### config.mk
export PLATFORM = sky130hd
export DESIGN_NAME = fp_multiplier_seq
export DESIGN_NICKNAME = d
export VERILOG_FILES = /design/src/rtl/fp_multiplier_seq.sv
export SDC_FILE = /design/constraint.sdc
export NUM_CORES = 1
export LEC_CHECK = 0
export CORE_AREA = 2 2 140 142
export CTS_CLUSTER_SIZE = 24
export DETAILED_ROUTE_END_ITERATION = 12
export DIE_AREA = 0 0 142 144
export PLACE_DENSITY = 0.81
export SYNTH_ARGS = -nofsm -noshare
export SYNTH_HDL_FRONTEND = slang
export SYNTH_SLANG_ARGS = --single-unit
### constraint.sdc
create_clock -name clk -period 5.8 [get_ports clk]
set_input_delay 0.58 -clock clk [delete_from_list [all_inputs] [get_ports clk]]
set_output_delay 0.58 -clock clk [all_outputs]
set_load 0.02 [all_outputs]
### src/rtl/fp_multiplier_seq.sv
`default_nettype none
// ============================================================================
// Module      : fp_multiplier_seq
// Description : Iterative IEEE-754 single-precision multiplier. Shift-add
//               significand multiply, one partial product per cycle, with a
//               start/done handshake and overflow/underflow/exception flags.
// Revision    : 1.0 - initial release
// ============================================================================
module fp_multiplier_seq #(
    parameter int EXP_W  = 8,
    parameter int MANT_W = 23
) (
    input  logic                    clk,
    input  logic                    rst,
    input  logic                    start,
    input  logic [EXP_W+MANT_W:0]   input1,
    input  logic [EXP_W+MANT_W:0]   input2,
    output logic                    busy,
    output logic                    done,
    output logic [EXP_W+MANT_W:0]   opt,
    output logic                    overflow,
    output logic                    underflow,
    output logic                    exception
);

    localparam int c_W      = 1 + EXP_W + MANT_W;
    localparam int c_SIG_W  = MANT_W + 1;
    localparam int c_PROD_W = 2 * c_SIG_W;
    localparam int c_CNT_W  = $clog2(c_SIG_W);
    localparam int c_SUM_W  = EXP_W + 2;
    localparam int c_BIAS   = 2**(EXP_W-1) - 1;

    localparam logic [1:0] c_ST_IDLE = 2'd0;
    localparam logic [1:0] c_ST_MULT = 2'd1;
    localparam logic [1:0] c_ST_NORM = 2'd2;

    localparam logic [c_CNT_W-1:0] c_CNT_LAST = c_CNT_W'(c_SIG_W - 1);
    localparam logic [EXP_W-1:0]   c_EXP_ONES = {EXP_W{1'b1}};

    logic [1:0]          r_state;
    logic [c_CNT_W-1:0]  r_cnt;
    logic [c_W-1:0]      r_a;
    logic [c_W-1:0]      r_b;
    logic [c_PROD_W-1:0] r_acc;

    logic [EXP_W-1:0]    w_e1, w_e2;
    logic [c_SIG_W-1:0]  w_sig1, w_sig2;
    logic                w_sign, w_n, w_zero, w_exc_in;
    logic [c_SUM_W-1:0]  w_sum;
    logic [MANT_W-1:0]   w_frac;
    logic [c_W-1:0]      w_opt;
    logic                w_ovf, w_unf, w_exc;

    // Operand decode; a zero exponent drops the hidden bit (denormal).
    assign w_e1     = r_a[c_W-2 -: EXP_W];
    assign w_e2     = r_b[c_W-2 -: EXP_W];
    assign w_sig1   = {|w_e1, r_a[MANT_W-1:0]};
    assign w_sig2   = {|w_e2, r_b[MANT_W-1:0]};
    assign w_sign   = r_a[c_W-1] ^ r_b[c_W-1];
    assign w_zero   = (r_a[c_W-2:0] == '0) || (r_b[c_W-2:0] == '0);
    assign w_exc_in = (w_e1 == c_EXP_ONES) || (w_e2 == c_EXP_ONES);

    // The product of two significands in [1,2) lies in [1,4); n flags [2,4).
    assign w_n    = r_acc[c_PROD_W-1];
    assign w_sum  = c_SUM_W'(w_e1) + c_SUM_W'(w_e2) - c_SUM_W'(c_BIAS) + c_SUM_W'(w_n);
    assign w_frac = w_n ? r_acc[c_PROD_W-2 -: MANT_W] : r_acc[c_PROD_W-3 -: MANT_W];

    always_comb begin
        w_opt = {w_sign, {(c_W-1){1'b0}}};
        w_ovf = 1'b0;
        w_unf = 1'b0;
        w_exc = 1'b0;
        if (w_exc_in) begin
            w_exc = 1'b1;
            w_opt = {w_sign, c_EXP_ONES, 1'b1, {(MANT_W-1){1'b0}}};
        end else if (w_zero) begin
            w_opt = {w_sign, {(c_W-1){1'b0}}};
        end else if (!w_sum[c_SUM_W-1] && (w_sum >= c_SUM_W'(c_EXP_ONES))) begin
            w_ovf = 1'b1;
            w_opt = {w_sign, c_EXP_ONES, {MANT_W{1'b0}}};
        end else if (w_sum[c_SUM_W-1] || (w_sum == '0)) begin
            w_unf = 1'b1;
            w_opt = {w_sign, {(c_W-1){1'b0}}};
        end else begin
            w_opt = {w_sign, w_sum[EXP_W-1:0], w_frac};
        end
    end

    assign busy = (r_state == c_ST_MULT) || (r_state == c_ST_NORM);

    always_ff @(posedge clk or posedge rst) begin
        if (rst) begin
            r_state   <= c_ST_IDLE;
            r_cnt     <= '0;
            r_a       <= '0;
            r_b       <= '0;
            r_acc     <= '0;
            done      <= 1'b0;
            opt       <= '0;
            overflow  <= 1'b0;
            underflow <= 1'b0;
            exception <= 1'b0;
        end else begin
            done <= 1'b0;
            case (r_state)
                c_ST_IDLE: begin
                    if (start) begin
                        r_a     <= input1;
                        r_b     <= input2;
                        r_acc   <= '0;
                        r_cnt   <= '0;
                        r_state <= c_ST_MULT;
                    end
                end
                c_ST_MULT: begin
                    if (w_sig2[r_cnt]) begin
                        r_acc <= r_acc + (c_PROD_W'(w_sig1) << r_cnt);
                    end
                    r_cnt <= r_cnt + 1'b1;
                    if (r_cnt == c_CNT_LAST) begin
                        r_state <= c_ST_NORM;
                    end
                end
                c_ST_NORM: begin
                    opt       <= w_opt;
                    overflow  <= w_ovf;
                    underflow <= w_unf;
                    exception <= w_exc;
                    done      <= 1'b1;
                    r_state   <= c_ST_IDLE;
                end
                default: begin
                    r_state <= c_ST_IDLE;
                end
            endcase
        end
    end

endmodule
`default_nettype wire

==> results.md, run 1 <==
| Result | This run |
|:---|:---|
| Status | completed |
| First element of the critical path | r_cnt[0] |
| Post CTS Setup Buffer Count | 0 |
| Area of the mapped netlist | 11060 um2 |
| Antenna violations before repair | 0 |
| GRT Resource Usage Total | 27.90% |
| Ant diodes | 0 |
| Largest family of logic cells by synthesized area | compound AO/OA/AOI/OAI gates |
| Highest clock rate | 193.8 MHz |
| Via count | 9017 |
| TritonCTS clock tree | done |
| Worst IR drop on VDD | 0.0003578 V |
| Startpoint types | flip-flop |
| Average wire length per cell after detail routing | 19.22 um |
| Xor-xnor portion of the synthesized cell area | 3.643% |
| Area Overhead vs Synth | 14.90% |
| Clk_skew | 14.99 ps |
| Share of cells above drive strength 1 | 14.59% |
| Adder-cell share of the synthesized area | 8.509% |
| Largest net degree at the start of global routing | 98 |
| Number of buffer cells added on primary ports | 103 |
| Number of synthesized flops with an enable pin | 0 |
| Mean instance size in the synthesized netlist | 9.962 um2 |
| Vias per std cell | 6.301 |
| Post-Syn Instances | 1110 |
| Iter 0 DRT Violations | 816 |
| Root Driver | clkbuf_16 |
| Power Dens Cells | 653.6 nW/um2 |
| Max_slew headroom | 28.43% |
| Clock Latency Late Sink | 440 ps |
| Net count reported at finish | 1321 |
| Starting density of the core | 57.96% |
| Number of nets in the synthesized netlist | 1251 |
| Setup violations, final | 0 |
| Mux cell area share after synthesis | 16.12% |
| Worst Hold Depth | 1 |
| Worst hold start | opt[5] |
| Tightest Pin Transition | 1071 ps |
| Overflow after GRT | 0 |
| Synth top area cells | dfrtp_1, ha_1, mux2_2 |
| Final critical-path share of the clock period | 88.97% |
| Fin. max-slew vios | 0 |
| Sort of element at the end of the critical path | flip-flop |
| Die Width | 142 um |
| Wirelength, routed | 27510 um |
| Worst path setup slack after routing | 639.9 ps |
| Number of search-and-repair iterations in the first detailed-routing pass | 5 |
| Count of pins on the block boundary | 104 |
| CTS HTree Levels | 4 |
| Reported max-cap violation count | 0 |
| Setup repair after global routing missed its margin | no |
| Post-synth top area share | 35.08% |
| HPWL after detailed placement | 20270 um |
| Num Clock Sinks | 155 |
| Internal reg-to-reg setup slack | 640 ps |
| Overall die height | 144 um |
| Classification of the worst-slack hold path | reg2reg |
| Cell count of the worst reg-to-reg path | 16 |
| RePlAce Congestion | 0.9321 |
| Die area | 20450 um2 |
| Critical path data arrival time | 5490 ps |
| Total clock buffers created by CTS | 17 |
| Number of synthesis warnings | 0 |
| Final hold slack | 485.1 ps |
| Share of the core filled with cells | 66.59% |
| Sequential cell area fraction in the yosys report | 35.08% |
| Async set-reset flop share out of synthesis | 100.0% |
| Required arrival time at the worst endpoint | 6130 ps |
| Global-route wire length before repair | 45350 um |
| Final sum of negative setup slack | 0 ps |
| Floorplan core area | 19080 um2 |
| Number of remaining DRC errors | 0 |
| Launch instance of the worst register-to-register path | r_cnt[0] |
| Static power due to leakage | 0.005485 uW |
| Final hold viol count | 0 |
| Worst-case setup slack after placement | 699.1 ps |
| Count of state elements after synthesis | 155 |
| Maximum clock path buffer count | 2 |
| Number of different library cells in the post-synthesis netlist | 85 |
| Std-Cell Rows | 51 |
| Compound-cell area share of the yosys netlist | 19.69% |
| Number of global-route vias before repair | 8837 |
| Number of gates resized after cts | 0 |
| Cts-stage hold buffer count | 0 |
| Crit-path max FO | 28 |
| Reg-to-Reg End | r_acc[41] |
| Antenna-violating nets left | 0 |
| Cell type with the highest aggregate area in the netlist | dfrtp_1 |
| Capture endpoint of the worst hold path | opt[5] |
| Simple-gate share of the synthesized area | 12.56% |
| Crit Path Class | reg2reg |
| Clock period minus final worst setup slack | 5160 ps |
| Main synth FF type | dfrtp_1 |
| Clock Pin Slew Worst Setup and Hold Paths | 70 ps |
-- where the power goes --
| part | internal [uW] | total, uW | switching [uW] |
|---|---|---|---|
| Combinational | 2330 | 5400 | 3070 |
| Clock | 558 | 1060 | 506 |
| Sequential | 1430 | 1840 | 407 |
| Total | 4320 | 8310 | 3980 |
-- worst max path at each step --
stage,end,slack (ps),cells past startpoint
finish,r_acc[41],640,16
global route,r_acc[41],310,16
CTS,r_acc[41],670,16
floorplan,done,1040,1
global placement,r_acc[41],710,16
detailed placement,r_acc[41],700,16
-- metrics by stage --
stage	area (um2)	total power [uW]	instances
global route	12710	8944	1431
CTS	12710	8262	1431
detailed placement	12160	7148	1399
floorplan	11060	6028	1110
finish	12710	8305	1431
global placement	12160	7043	1399
-- synthesized netlist by cell type, types with 7 or more instances --
cell type	count
nand4_1	24
xor2_1	20
nor3_1	16
o21a_1	7
nor2_1	65
o21bai_1	11
o22ai_1	16
inv_1	41
mux4_2	19
o21ai_0	39
o2bb2ai_1	22
nand2_1	84
ha_1	72
nand3_1	17
xnor2_1	26
mux2_2	75
nor2b_1	12
mux2i_1	51
nor4_1	14
a21oi_1	76
dfrtp_1	155
clkbuf_1	34
a22o_1	44
a221o_1	7
buf_2	15
o21ai_1	8
a21o_1	10
o211ai_1	8
nand2b_1	10
-- kinds of logic after synthesis --
logic type      count (synthesis)
buf+inv                       107
mux                           145
compound gates                304
xor+xnor                       46
simple gates                  279
fa+ha+maj                      74
flops                         155
-- placed cells by master, fill, tap and decap left out, drive strengths merged, types with 4 or more instances in the layout --
master and n:
mux2i 51, nand2b 12, nand4 24, or3 5
nor2 65, a221o 7, a211oi 4, o2111a 4
clkinv 4, a21o 13, mux2 75, and3 6
a22oi 4, nor4 14, nor2b 12, nand3 17
buf 11, xor2 20, o22ai 16, o2bb2ai 22
dfrtp 155, o21a 8, o21bai 11, mux4 19
or2 4, clkbuf 18, nand2 85, a21oi 79
ha 72, a31oi 4, a22o 44, o21ai 50
o211ai 8, clkdlybuf4s50 103, nand3b 4, inv 51
nor3 16, xnor2 26
-- routing by layer --
metal | up-vias | share of wire [%] | routed length [um] | global-route usage (%)
met5 | - | 0 | 0 | 0
met4 | 0 | 2.9 | 797 | 10.47
met3 | 61 | 5.5 | 1509 | 4.967
met2 | 301 | 47 | 12810 | 44.72
met1 | 4340 | 45 | 12390 | 38.11
li1 | 4315 | - | - | -
-- area by class of cell --
type,instances,area [um2]
repair buffers,114,1114
clock buffers,18,429.2
inverters,44,170.2
clock inverters,14,112.6
flip-flops and latches,155,3880
multi-input cells,848,6703
well taps,238,297.8
fillers,1477,6374
-- sequential cells by signal, indices dropped and copies added, names as in the netlist --
register and count:
r_cnt 5, r_a 32, overflow 1, r_acc 48, opt 32, underflow 1, r_state 2, r_b 32
done 1, exception 1
-- critical path, stage by stage (launching register included) --
cell,delay [ps]
dfrtp_1,1030
mux4_2,640
mux2i_1,400
nand2_1,90
o21ai_0,170
nor2_1,110
ha_1,400
nand4_1,160
nor3_1,420
nand3_1,140
a21oi_1,410
o21ai_2,170
o21ai_1,330
a211oi_1,130
o21bai_1,170
xor2_1,90
a22o_1,190
Note: power is estimated with default switching activity, not from simulation.
==> inputs of run 2 (changes only) <==
==> config.mk (replaced) <==
export PLATFORM = sky130hd
export DESIGN_NAME = fp_multiplier_seq
export DESIGN_NICKNAME = d
export VERILOG_FILES = /design/src/rtl/fp_multiplier_seq.sv
export SDC_FILE = /design/constraint.sdc
export NUM_CORES = 1
export LEC_CHECK = 0
export CORE_AREA = 2 2 170 172
export CTS_CLUSTER_SIZE = 24
export DETAILED_ROUTE_END_ITERATION = 12
export DIE_AREA = 0 0 172 174
export PLACE_DENSITY = 0.61
export SYNTH_ARGS = -nofsm -noshare
export SYNTH_HDL_FRONTEND = slang
export SYNTH_SLANG_ARGS = --single-unit
==> run 2 against run 1 <==
  * Die area increased by 46%
  * Core utilization decreased by 21 points
  * Cell area increased by 1.8%
  * Critical path type unchanged
==> results.md, run 2 (synthesis results as in run 1) <==
| Result | This run | Delta |
|:---|:---|:---|
| Die Width | 172 um | was 142 um |
| Cts-stage hold buffer count | 0 | unchanged |
| HPWL after detailed placement | 20850 um | was 20270 um |
| Classification of the worst-slack hold path | reg2reg | unchanged |
| Proportion of power drawn by flip-flops and latches | 22.1% | was 22.2% |
| Register name with the most flops | r_acc | unchanged |
| Clock Pin Slew Worst Setup and Hold Paths | 70 ps | about the same |
| Share of cells above drive strength 1 | 14.60% | was 14.59% |
| Worst Hold Depth | 1 | unchanged |
| Area Overhead vs Synth | 16.98% | was 14.90% |
| Setup repair after global routing missed its margin | no | unchanged |
| Slowest cell on crit path | mux4_2 | was dfrtp_1 |
| Internal reg-to-reg setup slack | 910 ps | was 640 ps |
| Crit Path Class | reg2reg | unchanged |
| Worst path setup slack after routing | 910.8 ps | was 639.9 ps |
| Crit-path max FO | 6 | was 28 |
| Final hold slack | 482.4 ps | was 485.1 ps |
| Most frequent cells in the layout | dfrtp_1, clkdlybuf4s50_1, nand2_1 | unchanged |
| Reg-to-Reg End | r_acc[47] | was r_acc[41] |
| Sort of element at the end of the critical path | flip-flop | unchanged |
| Number of global-route vias before repair | 8712 | was 8837 |
| RePlAce Congestion | 0.9191 | was 0.9321 |
| Bufs and invs on worst path | 0 | unchanged |
| Count of pins on the block boundary | 104 | unchanged |
| CTS HTree Levels | 4 | unchanged |
| Clock share of power | 13.9% | was 12.8% |
| Maximum clock path buffer count | 2 | unchanged |
| Launch instance of the worst register-to-register path | r_a[26] | was r_cnt[0] |
| Pwr Total | 8330 uW | was 8305 uW |
| Fin. max-slew vios | 0 | unchanged |
| Top Family by Delay on Critical Path | simple AND/OR/NAND/NOR gates | was compound AO/OA/AOI/OAI gates |
| Max_slew headroom | 34.99% | was 28.43% |
| Global-route wire length before repair | 46090 um | was 45350 um |
| Cell count of the worst reg-to-reg path | 18 | was 16 |
| Reported max-cap violation count | 0 | unchanged |
| Clk_skew | 16.92 ps | was 14.99 ps |
| Tightest Pin Transition | 970.0 ps | was 1071 ps |
| Switching fraction of total power | 47.64% | was 47.94% |
| Overall die height | 174 um | was 144 um |
| FILL cells | 2728 | was 1477 |
| Via count | 8811 | was 9017 |
| Most common library cell in the layout ignoring fill and taps | dfrtp_1 | unchanged |
| Floorplan core area | 28240 um2 | was 19080 um2 |
| Total clock buffers created by CTS | 17 | unchanged |
| Number of gates resized after cts | 0 | unchanged |
| Number of buffer cells added on primary ports | 103 | unchanged |
| Area taken by multi-input logic gates | 6703 um2 | unchanged |
| Clock period minus final worst setup slack | 4889 ps | was 5160 ps |
| Iter 0 DRT Violations | 563 | was 816 |
| Ant diodes | 0 | unchanged |
| Number of remaining DRC errors | 0 | unchanged |
| Combinational cell fraction of total power | 64.0% | was 65.0% |
| Cell area after placement | 12340 um2 | was 12160 um2 |
| TritonCTS clock tree | done | unchanged |
| Final critical-path share of the clock period | 84.30% | was 88.97% |
| Most used cell along the critical path | a21oi_1 |  |
| Average wire length per cell after detail routing | 17.64 um | was 19.22 um |
| Worst hold start | opt[7] | was opt[5] |
| Status | completed | unchanged |
| Vias per std cell | 5.591 | was 6.301 |
| Capture endpoint of the worst hold path | opt[7] | was opt[5] |
| Cells along the critical path | nor4_1, nand2_1, mux4_2, mux2i_1, nor2_1, a21oi_1, o22ai_1, ha_1, a21oi_1, o21ai_0, nor2_1, nand3_1, o21ai_2, a21oi_1, or4_1, nand3_1, a21oi_1, a21oi_1 | was mux4_2, mux2i_1, nand2_1, o21ai_0, nor2_1, ha_1, nand4_1, nor3_1, nand3_1, a21oi_1, o21ai_2, o21ai_1, a211oi_1, o21bai_1, xor2_1, a22o_1 |
| Critical path data arrival time | 5250 ps | was 5490 ps |
| Worst IR drop on VDD | 0.0003049 V | was 0.0003578 V |
| Non-Filler Cell Area, Final | 12940 um2 | was 12710 um2 |
| Worst-case setup slack after placement | 980.9 ps | was 699.1 ps |
| Clock Latency Late Sink | 440 ps | about the same |
| Die area | 29930 um2 | was 20450 um2 |
| Power Dens Cells | 643.9 nW/um2 | was 653.6 nW/um2 |
| Antenna violations before repair | 0 | unchanged |
| Root Driver | clkbuf_16 | unchanged |
| Post CTS Setup Buffer Count | 0 | unchanged |
| Static power due to leakage | 0.005503 uW | was 0.005485 uW |
| Number of logic stages on the critical path including buffering | 18 | was 16 |
| Required arrival time at the worst endpoint | 6160 ps | was 6130 ps |
| Number of search-and-repair iterations in the first detailed-routing pass | 5 | unchanged |
| Overflow after GRT | 0 | unchanged |
| Cell Int Power | 4361 uW | was 4323 uW |
| Largest net degree at the start of global routing | 65 | was 98 |
| Highest clock rate | 204.5 MHz | was 193.8 MHz |
| Flip-flop count of the largest register after layout | 48 | unchanged |
| Std-Cell Rows | 62 | was 51 |
| Startpoint types | flip-flop | unchanged |
| Antenna-violating nets left | 0 | unchanged |
| CP max stage delay | 570 ps | was 1030 ps |
| Num Clock Sinks | 155 | unchanged |
| Starting density of the core | 39.16% | was 57.96% |
| GRT Resource Usage Total | 19.27% | was 27.90% |
| Net Switching | 3969 uW | was 3982 uW |
| Wirelength, routed | 27810 um | was 27510 um |
| Final hold viol count | 0 | unchanged |
| Register area | 3880 um2 | unchanged |
| Setup violations, final | 0 | unchanged |
| Net count reported at finish | 1320 | was 1321 |
| Final sum of negative setup slack | 0 ps | unchanged |
==> run 2: worst max path at each step <==
stage,start,endpoint,slack [ps]
2_1_floorplan,rst,done,1040
3_3_place_gp,r_cnt[1],r_acc[47],950
3_5_place_dp,r_cnt[1],r_acc[47],980
4_1_cts,r_a[26],r_acc[47],960
5_1_grt,r_cnt[1],r_acc[47],540
6_report,r_a[26],r_acc[47],910
==> run 2: area by class of cell <==
cell class / instances / area share [%]
clock inverters: 15 / 1.325
flip-flops and latches: 155 / 29.99
multi-input cells: 848 / 51.81
inverters: 44 / 1.315
repair buffers: 113 / 8.550
well taps: 384 / 3.714
clock buffers: 17 / 3.289
==> run 2: worst register-to-register path: cells and delay by family, from the launching register on <==
family          cells  cell delay, ps
compound gates      8            1310
fa+ha+maj           1             280
flops               1             420
mux                 2             940
simple gates        7            1840
==> run 2: through the flow <==
stage | utilization, % | instances
after floorplan | - | 1110
after global placement | 43.70 | 1544
after detailed placement | 43.70 | 1544
after CTS | 45.81 | 1576
after global routing | 45.81 | 1576
final | 45.81 | 1576
==> run 2: power groups by stage <==
stage	clock network, uW	logic, uW	registers [uW]
2_1_floorplan	0	4360	1670
3_3_place_gp	0	5240	1840
3_5_place_dp	0	5280	1860
4_1_cts	1180	5320	1840
5_1_grt	1230	5920	1910
6_report	1160	5330	1840
==> run 2: routing by layer <==
| layer | wire length, um | vias to the layer above | share of wire [%] | track usage [%] |
|---|---|---|---|---|
| met5 | 0 | - | 0 | 0 |
| met4 | 901 | 0 | 3.2 | 7.843 |
| met3 | 1324 | 65 | 4.8 | 3.370 |
| met2 | 12100 | 243 | 44 | 28.61 |
| met1 | 13480 | 4205 | 48 | 27.68 |
| li1 | - | 4298 | - | - |
==> inputs of run 3 (changes only) <==
--- a/config.mk
+++ b/config.mk
@@ -9,7 +9,7 @@
 export CTS_CLUSTER_SIZE = 24
 export DETAILED_ROUTE_END_ITERATION = 12
 export DIE_AREA = 0 0 172 174
-export PLACE_DENSITY = 0.61
+export PLACE_DENSITY = 0.64
 export SYNTH_ARGS = -nofsm -noshare
 export SYNTH_HDL_FRONTEND = slang
 export SYNTH_SLANG_ARGS = --single-unit
==> constraint.sdc (replaced) <==
create_clock -name clk -period 4.34 [get_ports clk]
set_input_delay 0.434 -clock clk [delete_from_list [all_inputs] [get_ports clk]]
set_output_delay 0.434 -clock clk [all_outputs]
set_load 0.02 [all_outputs]
==> run 3 against run 2 <==
  * Critical path depth fell by 1
  * Total power grew 45%
  * Non-clock buffer count increased by 60
  * Sequential power rose by 31%
==> results.md, run 3 (synthesis results as in run 1) <==
| Result | This run | Delta |
|:---|:---|:---|
| Most common library cell in the layout ignoring fill and taps | dfrtp_1 | unchanged |
| Required arrival time at the worst endpoint | 4700 ps | was 6160 ps |
| Tightest Pin Transition | 1189 ps | was 970.0 ps |
| Number of search-and-repair iterations in the first detailed-routing pass | 5 | unchanged |
| Wirelength, routed | 28670 um | was 27810 um |
| Flip-flop count of the largest register after layout | 48 | unchanged |
| Setup repair after global routing missed its margin | yes | was no |
| Final hold slack | 462.0 ps | was 482.4 ps |
| Clock Latency Late Sink | 440 ps | about the same |
| Crit-path max FO | 23 | was 6 |
| Most frequent cells in the layout | dfrtp_1, clkdlybuf4s50_1, nand2_1 | unchanged |
| Highest clock rate | 240.8 MHz | was 204.5 MHz |
| Total clock buffers created by CTS | 17 | unchanged |
| Cts-stage hold buffer count | 0 | unchanged |
| Std-Cell Rows | 62 | unchanged |
| Power Dens Cells | 895.4 nW/um2 | was 643.9 nW/um2 |
| Final hold viol count | 0 | unchanged |
| Count of pins on the block boundary | 104 | unchanged |
| Area Overhead vs Synth | 21.93% | was 16.98% |
| RePlAce Congestion | 0.8919 | was 0.9191 |
| Die Width | 172 um | unchanged |
| Fin. max-slew vios | 0 | unchanged |
| Worst-case setup slack after placement | -83.48 ps | was 980.9 ps |
| Maximum clock path buffer count | 2 | unchanged |
| Average wire length per cell after detail routing | 17.52 um | was 17.64 um |
| Antenna-violating nets left | 0 | unchanged |
| Non-Filler Cell Area, Final | 13480 um2 | was 12940 um2 |
| Setup violations, final | 0 | unchanged |
| Cell count of the worst reg-to-reg path | 17 | was 18 |
| Number of global-route vias before repair | 9014 | was 8712 |
| Number of remaining DRC errors | 0 | unchanged |
| Final critical-path share of the clock period | 95.67% | was 84.30% |
| Overflow after GRT | 0 | unchanged |
| Die area | 29930 um2 | unchanged |
| Clk_skew | 16.92 ps | about the same |
| Antenna violations before repair | 0 | unchanged |
| Global-route wire length before repair | 46630 um | was 46090 um |
| Register name with the most flops | r_acc | unchanged |
| Area taken by multi-input logic gates | 6774 um2 | was 6703 um2 |
| Overall die height | 174 um | unchanged |
| Worst path setup slack after routing | 187.8 ps | was 910.8 ps |
| Ant diodes | 0 | unchanged |
| GRT Resource Usage Total | 19.50% | was 19.27% |
| HPWL after detailed placement | 21370 um | was 20850 um |
| CTS HTree Levels | 4 | unchanged |
| Largest net degree at the start of global routing | 156 | was 65 |
| Share of cells above drive strength 1 | 19.65% | was 14.60% |
| Net count reported at finish | 1380 | was 1320 |
| Static power due to leakage | 0.005812 uW | was 0.005503 uW |
| FILL cells | 2690 | was 2728 |
| Worst IR drop on VDD | 0.0003821 V | was 0.0003049 V |
| Max_slew headroom | 20.53% | was 34.99% |
| Cell area after placement | 12820 um2 | was 12340 um2 |
| Root Driver | clkbuf_16 | unchanged |
| Critical path data arrival time | 4510 ps | was 5250 ps |
| Floorplan core area | 28240 um2 | unchanged |
| Iter 0 DRT Violations | 557 | was 563 |
| Vias per std cell | 5.526 | was 5.591 |
| Crit Path Class | reg2reg | unchanged |
| Clock Pin Slew Worst Setup and Hold Paths | 70 ps | about the same |
| Reported max-cap violation count | 0 | unchanged |
| Sort of element at the end of the critical path | flip-flop | unchanged |
| Classification of the worst-slack hold path | in2async | was reg2reg |
| Status | completed | unchanged |
| Num Clock Sinks | 155 | unchanged |
| TritonCTS clock tree | done | unchanged |
| Via count | 9041 | was 8811 |
| Register area | 3881 um2 | was 3880 um2 |
| Clock period minus final worst setup slack | 4152 ps | was 4889 ps |
| Startpoint types | flip-flop | unchanged |
| Pwr Total | 12070 uW | was 8330 uW |
| Starting density of the core | 39.16% | unchanged |
| Number of buffer cells added on primary ports | 103 | unchanged |
-- run 3: cell count changes in the layout (fill, tap and decap cells not counted), sizes merged --
cell and delta:
buf +60, clkbuf +1, inv -1
-- run 3: repair_timing --
item                                    4_1_cts  5_1_grt
buffers inserted                              0        1
endpoints found under the setup margin        3       14
pin swaps                                     0        2
resized for setup                             2       20
-- run 3: critical path, cell delays in order, from the launching register on --
cell and delay, ps:
dfrtp_2 400, buf_12 180, mux4_2 530, mux2i_1 220
nand2_1 80, o21ai_1 180, o22ai_1 160, ha_1 380
a21oi_1 310, o211ai_1 190, nand2_1 140, nand3_1 110
o21ai_2 160, a21oi_1 140, or4_1 550, nand3_1 110
a21oi_1 70, a21oi_1 170
-- run 3: power breakdown --
group / internal (uW) / switching (uW) / total [uW]
Combinational: 3760 / 4380 / 8140
Sequential: 1920 / 493 / 2410
Clock: 829 / 691 / 1520
-- run 3: layout make-up --
class | instances | area share [%]
Timing Repair Buffer | 173 | 11.82
Inverter | 44 | 1.253
Clock inverter | 14 | 1.076
Sequential cell | 155 | 28.79
Multi-Input combinational cell | 848 | 50.24
Clock buffer | 18 | 3.257
Tap cell | 384 | 3.563
-- run 3: routing by layer --
layer / part of all wire (%) / up-vias / wire length (um) / track usage, %
met4: 1.3 / 0 / 376 / 4.482
li1: - / 4421 / - / -
met3: 4.5 / 28 / 1283 / 3.461
met5: 0 / - / 0 / 0
met2: 45 / 238 / 12830 / 30.35
met1: 49 / 4354 / 14180 / 28.21
-- run 3: path summary, 6_finish.rpt --
path	endpoint	startpoint	slack, ps
hold / removal	opt[13]	rst	460
min in group clk	opt[5]	opt[5]	480
hold reg to reg	opt[5]	opt[5]	480
setup / recovery	r_acc[47]	r_cnt[1]	190
setup reg to reg	r_acc[47]	r_cnt[1]	190
max in group asynchronous	r_a[25]	rst	2950
-- run 3: metrics by stage --
stage | cells | setup TNS, ps | util (%)
after floorplan | 1110 | 0 | -
after global placement | 1603 | -2.130 | 45.40
after detailed placement | 1603 | -113.7 | 45.40
after CTS | 1635 | 0 | 47.47
after global routing | 1636 | -109.1 | 47.75
final | 1636 | 0 | 47.75
